[config.mk]
export PLATFORM = sky130hd
export DESIGN_NAME = token_lexer
export DESIGN_NICKNAME = d
export VERILOG_FILES = /design/src/rtl/lexer_pkg.sv /design/src/rtl/token_lexer_dec_accum.sv /design/src/rtl/token_lexer.sv
export SDC_FILE = /design/constraint.sdc
export NUM_CORES = 1
export LEC_CHECK = 0
export ABC_AREA = 1
export BUFFER_PORTS_ARGS = -buffer_cell sky130_fd_sc_hd__buf_2
export CAP_MARGIN = 10
export CORE_MARGIN = 4
export CORE_UTILIZATION = 50
export CTS_CLUSTER_DIAMETER = 120
export DETAILED_ROUTE_END_ITERATION = 10
export PLACE_DENSITY = 0.7
export REMOVE_ABC_BUFFERS = 1
export SYNTH_ARGS = -nofsm -noshare
export SYNTH_HDL_FRONTEND = slang
export SYNTH_SLANG_ARGS = --single-unit
[constraint.sdc]
create_clock -name CLK -period 2.5 [get_ports CLK]
set_input_delay 0.5 -clock CLK [delete_from_list [all_inputs] [get_ports CLK]]
set_output_delay 0.5 -clock CLK [all_outputs]
set_load 0.01 [all_outputs]
[src/rtl/lexer_pkg.sv]
// Shared lexer definitions: ASCII codes, character classes, FSM states and the
// is_operator token-flag convention used by token_lexer, converter and calculator.
package lexer_pkg;

  localparam int unsigned CHAR_W  = 8;
  localparam int unsigned DIGIT_W = 4;
  localparam int unsigned OVF_W   = 4;

  localparam logic [CHAR_W-1:0] CH_ZERO   = 8'h30;
  localparam logic [CHAR_W-1:0] CH_NINE   = 8'h39;
  localparam logic [CHAR_W-1:0] CH_LPAREN = 8'h28;
  localparam logic [CHAR_W-1:0] CH_RPAREN = 8'h29;
  localparam logic [CHAR_W-1:0] CH_STAR   = 8'h2A;
  localparam logic [CHAR_W-1:0] CH_PLUS   = 8'h2B;
  localparam logic [CHAR_W-1:0] CH_MINUS  = 8'h2D;
  localparam logic [CHAR_W-1:0] CH_SLASH  = 8'h2F;
  localparam logic [CHAR_W-1:0] CH_SPACE  = 8'h20;
  localparam logic [CHAR_W-1:0] CH_LF     = 8'h0A;
  localparam logic [CHAR_W-1:0] CH_EQ     = 8'h3D;
  localparam logic [CHAR_W-1:0] END_CODE  = CH_EQ;

  // is_operator flag: operands carry 0, operator and end tokens carry 1
  localparam logic TOK_OPERAND  = 1'b0;
  localparam logic TOK_OPERATOR = 1'b1;

  typedef enum logic [1:0] {
    S_IDLE     = 2'd0,
    S_NUM      = 2'd1,
    S_EMIT_NUM = 2'd2,
    S_EMIT_OP  = 2'd3
  } lex_state_e;

  typedef enum logic [2:0] {
    CC_DIGIT = 3'd0,
    CC_OP    = 3'd1,
    CC_TERM  = 3'd2,
    CC_SPACE = 3'd3,
    CC_BAD   = 3'd4
  } char_class_e;

  // Operator deferred behind the number it terminated
  typedef struct packed {
    logic              vld;
    logic [CHAR_W-1:0] code;
  } pend_op_t;

  function automatic char_class_e classify(input logic [CHAR_W-1:0] c);
    char_class_e cls;
    if (c >= CH_ZERO && c <= CH_NINE) begin
      cls = CC_DIGIT;
    end else if (c == CH_PLUS || c == CH_MINUS || c == CH_STAR ||
                 c == CH_SLASH || c == CH_LPAREN || c == CH_RPAREN) begin
      cls = CC_OP;
    end else if (c == CH_EQ || c == CH_LF) begin
      cls = CC_TERM;
    end else if (c == CH_SPACE) begin
      cls = CC_SPACE;
    end else begin
      cls = CC_BAD;
    end
    return cls;
  endfunction

  // Terminators are all reported downstream as the single end code
  function automatic logic [CHAR_W-1:0] token_code(input logic [CHAR_W-1:0] c);
    return (classify(c) == CC_TERM) ? END_CODE : c;
  endfunction

endpackage

[src/rtl/token_lexer_dec_accum.sv]
// Decimal accumulator: acc*10+digit computed as shifts in WIDTH+4 bits,
// wrapping to WIDTH bits with a sticky overflow flag when the top bits are used.
module dec_accum
  import lexer_pkg::*;
#(
  parameter int unsigned WIDTH = 32
) (
  input  logic               i_clk,
  input  logic               i_rst_n,
  input  logic               i_clear,
  input  logic               i_load,
  input  logic               i_mac,
  input  logic [DIGIT_W-1:0] i_digit,
  output logic [WIDTH-1:0]   o_acc,
  output logic               o_overflow
);

  localparam int unsigned WIDE_W = WIDTH + OVF_W;

  logic [WIDTH-1:0]  r_acc;
  logic              r_ovf;
  logic [WIDE_W-1:0] w_acc_ext;
  logic [WIDE_W-1:0] w_wide;
  logic              w_carry;

  assign w_acc_ext = WIDE_W'(r_acc);
  assign w_wide    = (w_acc_ext << 3) + (w_acc_ext << 1) + WIDE_W'(i_digit);
  assign w_carry   = (w_wide[WIDE_W-1:WIDTH] != OVF_W'(0));

  // Clear has priority; load starts a new number; mac extends the current one
  always_ff @(posedge i_clk or negedge i_rst_n) begin
    if (!i_rst_n) begin
      r_acc <= '0;
      r_ovf <= 1'b0;
    end else begin
      if (i_clear) begin
        r_acc <= '0;
      end else if (i_load) begin
        r_acc <= WIDTH'(i_digit);
      end else if (i_mac) begin
        r_acc <= w_wide[WIDTH-1:0];
        if (w_carry) begin
          r_ovf <= 1'b1;
        end
      end
    end
  end

  assign o_acc      = r_acc;
  assign o_overflow = r_ovf;

endmodule

[src/rtl/token_lexer.sv]
// Character-to-token lexer: digit runs become operand tokens, operator and
// terminator characters become operator tokens, driven over a stb/ack handshake.
module token_lexer
  import lexer_pkg::*;
#(
  parameter int unsigned WIDTH = 32
) (
  input  logic              CLK,
  input  logic              RST,
  input  logic              char_stb,
  input  logic [7:0]        char_data,
  output logic              char_ack,
  output logic              output_stb,
  output logic [WIDTH-1:0]  output_data,
  output logic              is_output_operator,
  input  logic              output_ack,
  output logic              overflow,
  output logic              bad_char
);

  lex_state_e        r_state;
  lex_state_e        w_state_nxt;
  char_class_e       w_cls;
  logic [CHAR_W-1:0] w_code;
  logic              w_char_xfer;
  logic              w_tok_xfer;

  pend_op_t          r_pend;
  logic              r_out_stb;
  logic [WIDTH-1:0]  r_out_data;
  logic              r_out_op;
  logic              r_bad;

  logic              w_acc_clear;
  logic              w_acc_load;
  logic              w_acc_mac;
  logic              w_num_load;
  logic              w_op_load;
  logic [CHAR_W-1:0] w_op_code;
  pend_op_t          w_pend_nxt;
  logic              w_pend_clr;
  logic              w_stb_clr;
  logic [WIDTH-1:0]  w_acc;
  logic              w_ovf;

  assign w_cls       = classify(char_data);
  assign w_code      = token_code(char_data);
  // Held low during reset so no character is taken before the lexer is live
  assign char_ack    = RST && (r_state == S_IDLE || r_state == S_NUM);
  assign w_char_xfer = char_stb && char_ack;
  assign w_tok_xfer  = r_out_stb && output_ack;

  always_ff @(posedge CLK or negedge RST) begin
    if (!RST) begin
      r_state <= S_IDLE;
    end else begin
      r_state <= w_state_nxt;
    end
  end

  always_comb begin
    w_state_nxt = r_state;
    case (r_state)
      S_IDLE: begin
        if (w_char_xfer) begin
          if (w_cls == CC_DIGIT) begin
            w_state_nxt = S_NUM;
          end else if (w_cls == CC_OP || w_cls == CC_TERM) begin
            w_state_nxt = S_EMIT_OP;
          end
        end
      end
      S_NUM: begin
        if (w_char_xfer && w_cls != CC_DIGIT) begin
          w_state_nxt = S_EMIT_NUM;
        end
      end
      S_EMIT_NUM: begin
        if (w_tok_xfer) begin
          w_state_nxt = r_pend.vld ? S_EMIT_OP : S_IDLE;
        end
      end
      S_EMIT_OP: begin
        if (w_tok_xfer) begin
          w_state_nxt = S_IDLE;
        end
      end
      default: w_state_nxt = S_IDLE;
    endcase
  end

  // Per-state datapath controls; token registers are loaded on entry to an emit state
  always_comb begin
    w_acc_clear = 1'b0;
    w_acc_load  = 1'b0;
    w_acc_mac   = 1'b0;
    w_num_load  = 1'b0;
    w_op_load   = 1'b0;
    w_op_code   = '0;
    w_pend_nxt  = '0;
    w_pend_clr  = 1'b0;
    w_stb_clr   = 1'b0;
    case (r_state)
      S_IDLE: begin
        if (w_char_xfer) begin
          if (w_cls == CC_DIGIT) begin
            w_acc_load = 1'b1;
          end else if (w_cls == CC_OP || w_cls == CC_TERM) begin
            w_op_load = 1'b1;
            w_op_code = w_code;
          end
        end
      end
      S_NUM: begin
        if (w_char_xfer) begin
          if (w_cls == CC_DIGIT) begin
            w_acc_mac = 1'b1;
          end else begin
            w_num_load      = 1'b1;
            w_pend_nxt.vld  = (w_cls == CC_OP || w_cls == CC_TERM);
            w_pend_nxt.code = w_code;
          end
        end
      end
      S_EMIT_NUM: begin
        if (w_tok_xfer) begin
          w_pend_clr = 1'b1;
          if (r_pend.vld) begin
            w_op_load = 1'b1;
            w_op_code = r_pend.code;
          end else begin
            w_stb_clr   = 1'b1;
            w_acc_clear = 1'b1;
          end
        end
      end
      S_EMIT_OP: begin
        if (w_tok_xfer) begin
          w_stb_clr   = 1'b1;
          w_acc_clear = 1'b1;
        end
      end
      default: begin
        w_stb_clr = 1'b1;
      end
    endcase
  end

  dec_accum #(
    .WIDTH (WIDTH)
  ) u_dec_accum (
    .i_clk      (CLK),
    .i_rst_n    (RST),
    .i_clear    (w_acc_clear),
    .i_load     (w_acc_load),
    .i_mac      (w_acc_mac),
    .i_digit    (char_data[DIGIT_W-1:0]),
    .o_acc      (w_acc),
    .o_overflow (w_ovf)
  );

  // Token, pending operator and sticky bad-char registers
  always_ff @(posedge CLK or negedge RST) begin
    if (!RST) begin
      r_out_stb  <= 1'b0;
      r_out_data <= '0;
      r_out_op   <= 1'b0;
      r_pend     <= '0;
      r_bad      <= 1'b0;
    end else begin
      if (w_num_load) begin
        r_out_stb  <= 1'b1;
        r_out_data <= w_acc;
        r_out_op   <= TOK_OPERAND;
      end else if (w_op_load) begin
        r_out_stb  <= 1'b1;
        r_out_data <= WIDTH'(w_op_code);
        r_out_op   <= TOK_OPERATOR;
      end else if (w_stb_clr) begin
        r_out_stb  <= 1'b0;
      end

      if (w_num_load) begin
        r_pend <= w_pend_nxt;
      end else if (w_pend_clr) begin
        r_pend.vld <= 1'b0;
      end

      if (w_char_xfer && w_cls == CC_BAD) begin
        r_bad <= 1'b1;
      end
    end
  end

  assign output_stb         = r_out_stb;
  assign output_data        = r_out_data;
  assign is_output_operator = r_out_op;
  assign overflow           = w_ovf;
  assign bad_char           = r_bad;

endmodule

==> results of run 1 <==
[sequential cells by signal, indices dropped and copies added, names as in the netlist]
| signal | flops |
|---|---|
| output_data | 32 |
| is_output_operator | 1 |
| r_state | 2 |
| u_dec_accum.o_overflow | 1 |
| r_pend | 9 |
| u_dec_accum.o_acc | 32 |
| bad_char | 1 |
| output_stb | 1 |
[per-stage QoR]
stage / util (%) / setup slack, ps / setup TNS (ps)
global route: 61.3 / -117 / -595
CTS: 58.9 / 7.76 / 0
detailed placement: 56.2 / -449 / -6740
floorplan: - / -172 / -444
finish: 61.3 / 11.3 / 0
global placement: 56.2 / -394 / -6080
[placed cells by master (no fill, tap or decap), types with 4 or more instances in the layout]
master       n
a21oi_1     31
a21oi_2      6
a31oi_1      4
buf_2       47
buf_4       42
clkbuf_16    9
dfrtp_1     76
ha_1        50
ha_2         5
ha_4         8
inv_1      105
inv_2        8
nand2_1    294
nand2_2     14
nand2_4      8
nand3_1     32
nand3_2      8
nand3b_1     7
nor2_1      54
nor2_2       7
nor3_1       6
o21ai_0     27
o21ai_1      9
o21ai_2     11
o21bai_1     8
o22ai_2      4
xnor2_1      6
xor2_1       5
[logic make-up after synthesis]
kind of cell | count (synthesis)
AND/OR/NAND/NOR | 449
AO/OA/AOI/OAI | 114
XOR/XNOR | 11
buffers and inverters | 128
multiplexers | 3
flip-flops | 79
adder cells (fa/ha/maj) | 65
[worst register-to-register path, cell delays in order, from the launching register on]
cell,delay [ps]
dfrtp_1,370
inv_2,50
fa_1,510
inv_2,50
buf_4,130
ha_4,270
nand2_4,50
nor2_4,120
a21oi_2,80
o21ai_1,140
buf_4,160
nand3b_1,160
nand3_1,130
nand2_1,70
o21ai_2,140
[metal layers]
metal	share of wire, %	vias up
li1	-	2900
met5	0	-
met4	1.6	0
met1	50	2722
met3	4.8	18
met2	43	159
[area by class of cell]
type / count / area, um2
multi-input cells: 642 / 3880
fillers: 1119 / 4650
flip-flops and latches: 79 / 1980
clock buffers: 12 / 246
inverters: 117 / 452
well taps: 147 / 184
repair buffers: 91 / 582
clock inverters: 3 / 43.8
[synth_stat cells, types with 2 or more instances]
library cell	n
a21o_1	3
a21oi_1	37
a31oi_1	4
buf_2	2
buf_4	3
buf_6	5
dfrtp_1	79
fa_1	2
ha_1	63
inv_1	109
inv_2	4
inv_4	2
mux2i_1	3
nand2_1	306
nand2_2	6
nand2_4	4
nand3_1	38
nand3_2	2
nand3b_1	7
nand3b_2	2
nand4_1	3
nor2_1	59
nor2_2	3
nor2_4	2
nor2_8	2
nor3_1	7
o21ai_0	28
o21ai_1	9
o21ai_2	10
o21bai_1	10
o22ai_1	4
o22ai_2	3
or2_2	2
xnor2_1	6
xor2_1	5
[repair_timing]
action,CTS,global route
buffers inserted,0,4
hold endpoints to repair,0,0
pin swaps,4,14
resized for setup,9,59
endpoints found under the setup margin,15,20
[report_power, final]
| group | internal, uW | total (uW) | switching [uW] |
|---|---|---|---|
| Combinational | 915 | 2180 | 1260 |
| Clock | 796 | 1330 | 536 |
| Sequential | 1570 | 1800 | 230 |
| Total | 3290 | 5310 | 2030 |
[worst max-delay path by stage]
stage,start,to,slack [ps],depth (start not counted)
6_report,u_dec_accum.o_acc[2],u_dec_accum.o_acc[31],10,14
2_1_floorplan,char_data[3],u_dec_accum.o_acc[24],-170,15
3_3_place_gp,char_data[3],u_dec_accum.o_acc[26],-390,15
3_5_place_dp,char_data[3],u_dec_accum.o_acc[26],-450,15
4_1_cts,u_dec_accum.o_acc[0],u_dec_accum.o_acc[31],8,13
5_1_grt,u_dec_accum.o_acc[2],u_dec_accum.o_overflow,-120,19
==> results.py, run 1 <==
metrics = {
    "run_status": {
        "outcome": "complete, no violations",
    },
    "logic_synthesis": {
        "synthMuxAreaShare_pct": 0.490,
        "avgSynthCellArea_um2": 7.22,
        "synth_compound_area_share_pct": 11.3,
        "synth.ff_latch_count": 79,
        "synth_area_leaders": "dfrtp_1 (32%), nand2_1 (19%), ha_1 (13%)",
        "synth_top_area_share_pct": 32.3,
        "yosysTopAreaCell": "dfrtp_1",
        "synth_warnings": 0,
        "netlist_instances": 849,
        "synth.distinct_cells": 50,
        "synth_fa_ha_area_share_pct": 13.5,
        "yosysSeqAreaShare_pct": 32.3,
        "synth_xor_area_share_pct": 1.57,
        "synth_top_family_by_area": "simple AND/OR/NAND/NOR gates",
        "syn-cell-area_um2": 6130,
        "yosys.area_share.simple_pct": 31.7,
        "async_flop_share_pct": 100,
        "synth_edf_count": 0,
        "synthFlopType": "dfrtp_1",
    },
    "cts": {
        "clk_latency_ps": 350,
        "clock_path_buffers": 2,
        "cts_sinks": 79,
        "cts-root-buf": "clkbuf_16",
        "hold_buffers": 0,
        "cts_tree": "yes",
        "cts_max_level": 3,
        "numCtsBuffers": 9,
        "path_clk_slew_ps": 60,
    },
    "global_route": {
        "grt_pass1_vias": 5386,
        "use_met2_pct": 36.6,
        "grt_pass1_wl_um": 27700,
        "antenna_found_initial": 0,
        "grt_max_degree": 57,
        "grt_most_used_layer": "met1",
        "gr-usage-met3_pct": 2.92,
        "use_met1_pct": 37.2,
        "track_usage_pct": 24.4,
        "grt-ovfl-total": 0,
    },
    "critical_path": {
        "r2r_end": "u_dec_accum.o_acc[31]",
        "cp_top_family": "adder cells",
        "worstPathMaxFanout": 3,
        "required_ps": 2780,
        "path_buf_inv": 4,
        "worstReg2RegStart": "u_dec_accum.o_acc[2]",
        "start_kind": "register",
        "arrival_ps": 2770,
        "crit_path_end_kind": "register",
        "path_cells": "inv_2, fa_1, inv_2, buf_4, ha_4, nand2_4, nor2_4, a21oi_2, o21ai_1, buf_4, nand3b_1, nand3_1, nand2_1, o21ai_2",
        "rrSetupSlack_ps": 10,
        "crit_type": "register to register",
        "worst-r2r-cell-count": 14,
        "slowest_stage": "fa_1",
        "critPathMaxStageDelay_ps": 510,
    },
    "detailed_routing": {
        "post_drt_wl_per_cell_um": 15.6,
        "vias": 5799,
        "wl_um": 17000,
        "drtIter0Drc": 525,
        "vias_per_cell": 5.32,
        "ant_nets": 0,
        "drt-pass1-iter-count": 6,
        "drc": 0,
    },
    "floorplan": {
        "fp.dieW_um": 119,
        "core_area_um2": 12000,
        "fp.dieH_um": 119,
        "die_area_um2": 14100,
        "start_util_pct": 51.0,
        "num_rows": 40,
        "num_io_pins": 49,
    },
    "finish": {
        "syn_to_final_growth_pct": 20.2,
        "nets": 1017,
        "post_layout_nonfiller_instances": 1091,
        "layout-drive-gt1-share_pct": 22.0,
        "antenna_cells_inserted": 0,
        "stdcell_area_um2": 7360,
    },
    "sta": {
        "worst_pin_slew_ps": 712,
        "setup_viol_count_final": 0,
        "hold_viol": 0,
        "timing.fmax_ghz": 0.402,
        "whs_ps": 191,
        "rsz0062_at_grt": "true",
        "slew_viol_final": 0,
        "min_period_ps": 2490,
        "period_share_pct": 99.5,
        "fin_skew_ps": 7.13,
        "slew_headroom_pct": 52.5,
    },
    "place": {
        "place_area_um2": 6750,
        "gp_congestion": 0.945,
        "io_buffers": 48,
        "hpwl_um": 12800,
        "placedCellCount": 1072,
    },
    "run": {
        "max-cap-violations": 0,
    },
    "pwr": {
        "p_total_uw": 5310,
        "p_leak_uw": 0.00420,
        "vdd_drop_max_uv": 347,
        "power_density_nw_per_um2": 721,
    },
    "hold_path": {
        "hp-class": "primary input to async pin",
    },
}
(Power assumes the default switching activity.)
==> inputs of run 2 (changes only) <==
--- a/config.mk
+++ b/config.mk
@@ -6,13 +6,13 @@
 export NUM_CORES = 1
 export LEC_CHECK = 0
 export ABC_AREA = 1
-export BUFFER_PORTS_ARGS = -buffer_cell sky130_fd_sc_hd__buf_2
+export BUFFER_PORTS_ARGS = -buffer_cell sky130_fd_sc_hd__buf_4
 export CAP_MARGIN = 10
 export CORE_MARGIN = 4
 export CORE_UTILIZATION = 50
 export CTS_CLUSTER_DIAMETER = 120
 export DETAILED_ROUTE_END_ITERATION = 10
-export PLACE_DENSITY = 0.7
+export PLACE_DENSITY = 0.71
 export REMOVE_ABC_BUFFERS = 1
 export SYNTH_ARGS = -nofsm -noshare
 export SYNTH_HDL_FRONTEND = slang
==> results.py, run 2 (same netlist as run 1, synthesis figures left out) <==
metrics = {
    "run_status": {
        "outcome": "complete, no violations",
    },
    "place": {
        "hpwl_um": 12300,
        "gp_congestion": 0.988,
        "placedCellCount": 1068,
        "place_area_um2": 6830,
        "io_buffers": 48,
    },
    "pwr": {
        "power_frac_seq_pct": 34.2,
        "combPwrFrac_pct": 39.2,
        "power_density_nw_per_um2": 709,
        "vdd_drop_max_uv": 346,
        "switching_share_pct": 38.4,
        "clkPwrFrac_pct": 26.6,
        "p_total_uw": 5300,
        "p_int_uw": 3260,
        "p_sw_uw": 2040,
        "p_leak_uw": 0.00422,
    },
    "cts": {
        "clock_path_buffers": 2,
        "cts-root-buf": "clkbuf_16",
        "cts_tree": "yes",
        "clk_latency_ps": 350,
        "path_clk_slew_ps": 70,
        "numCtsBuffers": 9,
        "cts_max_level": 3,
        "cts_sinks": 79,
    },
    "critical_path": {
        "crit_path_end_kind": "register",
        "arrival_ps": 2730,
        "crit_type": "register to register",
        "required_ps": 2780,
        "start_kind": "register",
        "worstPathMaxFanout": 6,
    },
    "finish": {
        "syn_to_final_growth_pct": 22.0,
        "final_cell_mix": "nand2_1 (284), inv_1 (105), buf_4 (85)",
        "stdcell_area_um2": 7470,
        "post_layout_nonfiller_instances": 1087,
        "antenna_cells_inserted": 0,
        "final_common_cell": "nand2_1",
        "nets": 1012,
        "layout-drive-gt1-share_pct": 23.0,
    },
    "floorplan": {
        "num_rows": 40,
        "fp.dieH_um": 119,
        "num_io_pins": 49,
        "start_util_pct": 51.0,
        "fp.dieW_um": 119,
        "die_area_um2": 14100,
        "core_area_um2": 12000,
    },
    "sta": {
        "slew_viol_final": 0,
        "worst_pin_slew_ps": 1030,
        "slew_headroom_pct": 31.6,
        "rsz0062_at_grt": "true",
        "fin_skew_ps": 8.89,
        "min_period_ps": 2450,
        "hold_viol": 0,
        "whs_ps": 384,
        "period_share_pct": 98.1,
        "timing.fmax_ghz": 0.408,
        "setup_tns_ps": 0,
        "setup_viol_count_final": 0,
    },
    "detailed_routing": {
        "vias_per_cell": 5.28,
        "ant_nets": 0,
        "wl_um": 16600,
        "vias": 5742,
        "post_drt_wl_per_cell_um": 15.2,
        "drc": 0,
        "drt-pass1-iter-count": 5,
        "drtIter0Drc": 467,
    },
    "global_route": {
        "grt_max_degree": 80,
        "grt-ovfl-total": 0,
        "grt_pass1_wl_um": 26900,
        "antenna_found_initial": 0,
        "grt_pass1_vias": 5271,
        "track_usage_pct": 23.8,
    },
    "hold_path": {
        "hp-class": "primary input to register",
    },
    "run": {
        "max-cap-violations": 0,
    },
}
[run 2: cell types whose count changed in the layout (fill, tap and decap cells not counted), moves of 4 or more]
| cell | change |
|---|---|
| nand2_2 | +11 |
| buf_4 | +43 |
| a21oi_1 | -4 |
| buf_2 | -47 |
| nand2_1 | -10 |
| ha_4 | -5 |
| ha_1 | +8 |
| nand3_1 | -6 |
[run 2: per-stage QoR]
| stage | util (%) | worst slack [ps] |
|---|---|---|
| after floorplan | - | -172 |
| after detailed placement | 56.9 | -447 |
| final | 62.2 | 47.3 |
| after global placement | 56.9 | -417 |
| after CTS | 59.7 | 0.193 |
| after global routing | 62.2 | -120 |
[run 2: timing repair]
action,4_1_cts,5_1_grt
hold buffers,0,0
endpoints found under the hold margin,0,0
buffers inserted,0,3
resized for setup,8,73
setup endpoints to repair,13,21
pin swaps,1,19
[run 2: critical path, stage by stage, from the launching register on]
cell      delay, ps
dfrtp_1         470
ha_1            310
ha_1            430
nand2_1         130
nor2_1          340
nand2_1         120
nand3b_1        250
nand3_1         130
nand2_1          50
o21ai_1         130
[run 2: final timing paths]
check	from	endpoint	slack [ps]	depth (start not counted)
max	u_dec_accum.o_acc[24]	u_dec_accum.o_acc[31]	50	9
min	char_data[7]	r_pend[7]	380	3
max reg2reg	u_dec_accum.o_acc[24]	u_dec_accum.o_acc[31]	50	9
min reg2reg	output_data[18]	output_data[18]	470	2
max in group asynchronous	RST	u_dec_accum.o_acc[11]	1360	2
min in group asynchronous	RST	output_data[2]	410	2
[run 2: area by class of cell]
class,instances,area (um2)
clock inverter,6,72.6
fill,1075,4540
tap,147,184
sequential,79,1980
inverter,117,452
timing repair buffer,86,649
clock buffer,10,239
multi-input combinational,642,3900
[run 2: layer usage]
| layer | global-route usage [%] | part of all wire [%] | routed length, um | vias to the layer above |
|---|---|---|---|---|
| li1 | - | - | - | 2886 |
| met1 | 36.4 | 51 | 8370 | 2702 |
| met2 | 35.0 | 44 | 7240 | 134 |
| met3 | 2.44 | 4.1 | 674 | 20 |
| met4 | 8.04 | 1.7 | 275 | 0 |
| met5 | 0 | 0 | 0 | - |
[run 2: power groups by stage]
stage / registers (uW) / logic, uW / clock network, uW
2_1_floorplan: 1830 / 1190 / 0
3_3_place_gp: 1820 / 1890 / 0
3_5_place_dp: 1830 / 1920 / 0
4_1_cts: 1810 / 1940 / 1430
5_1_grt: 1850 / 2330 / 1480
6_report: 1810 / 2080 / 1410
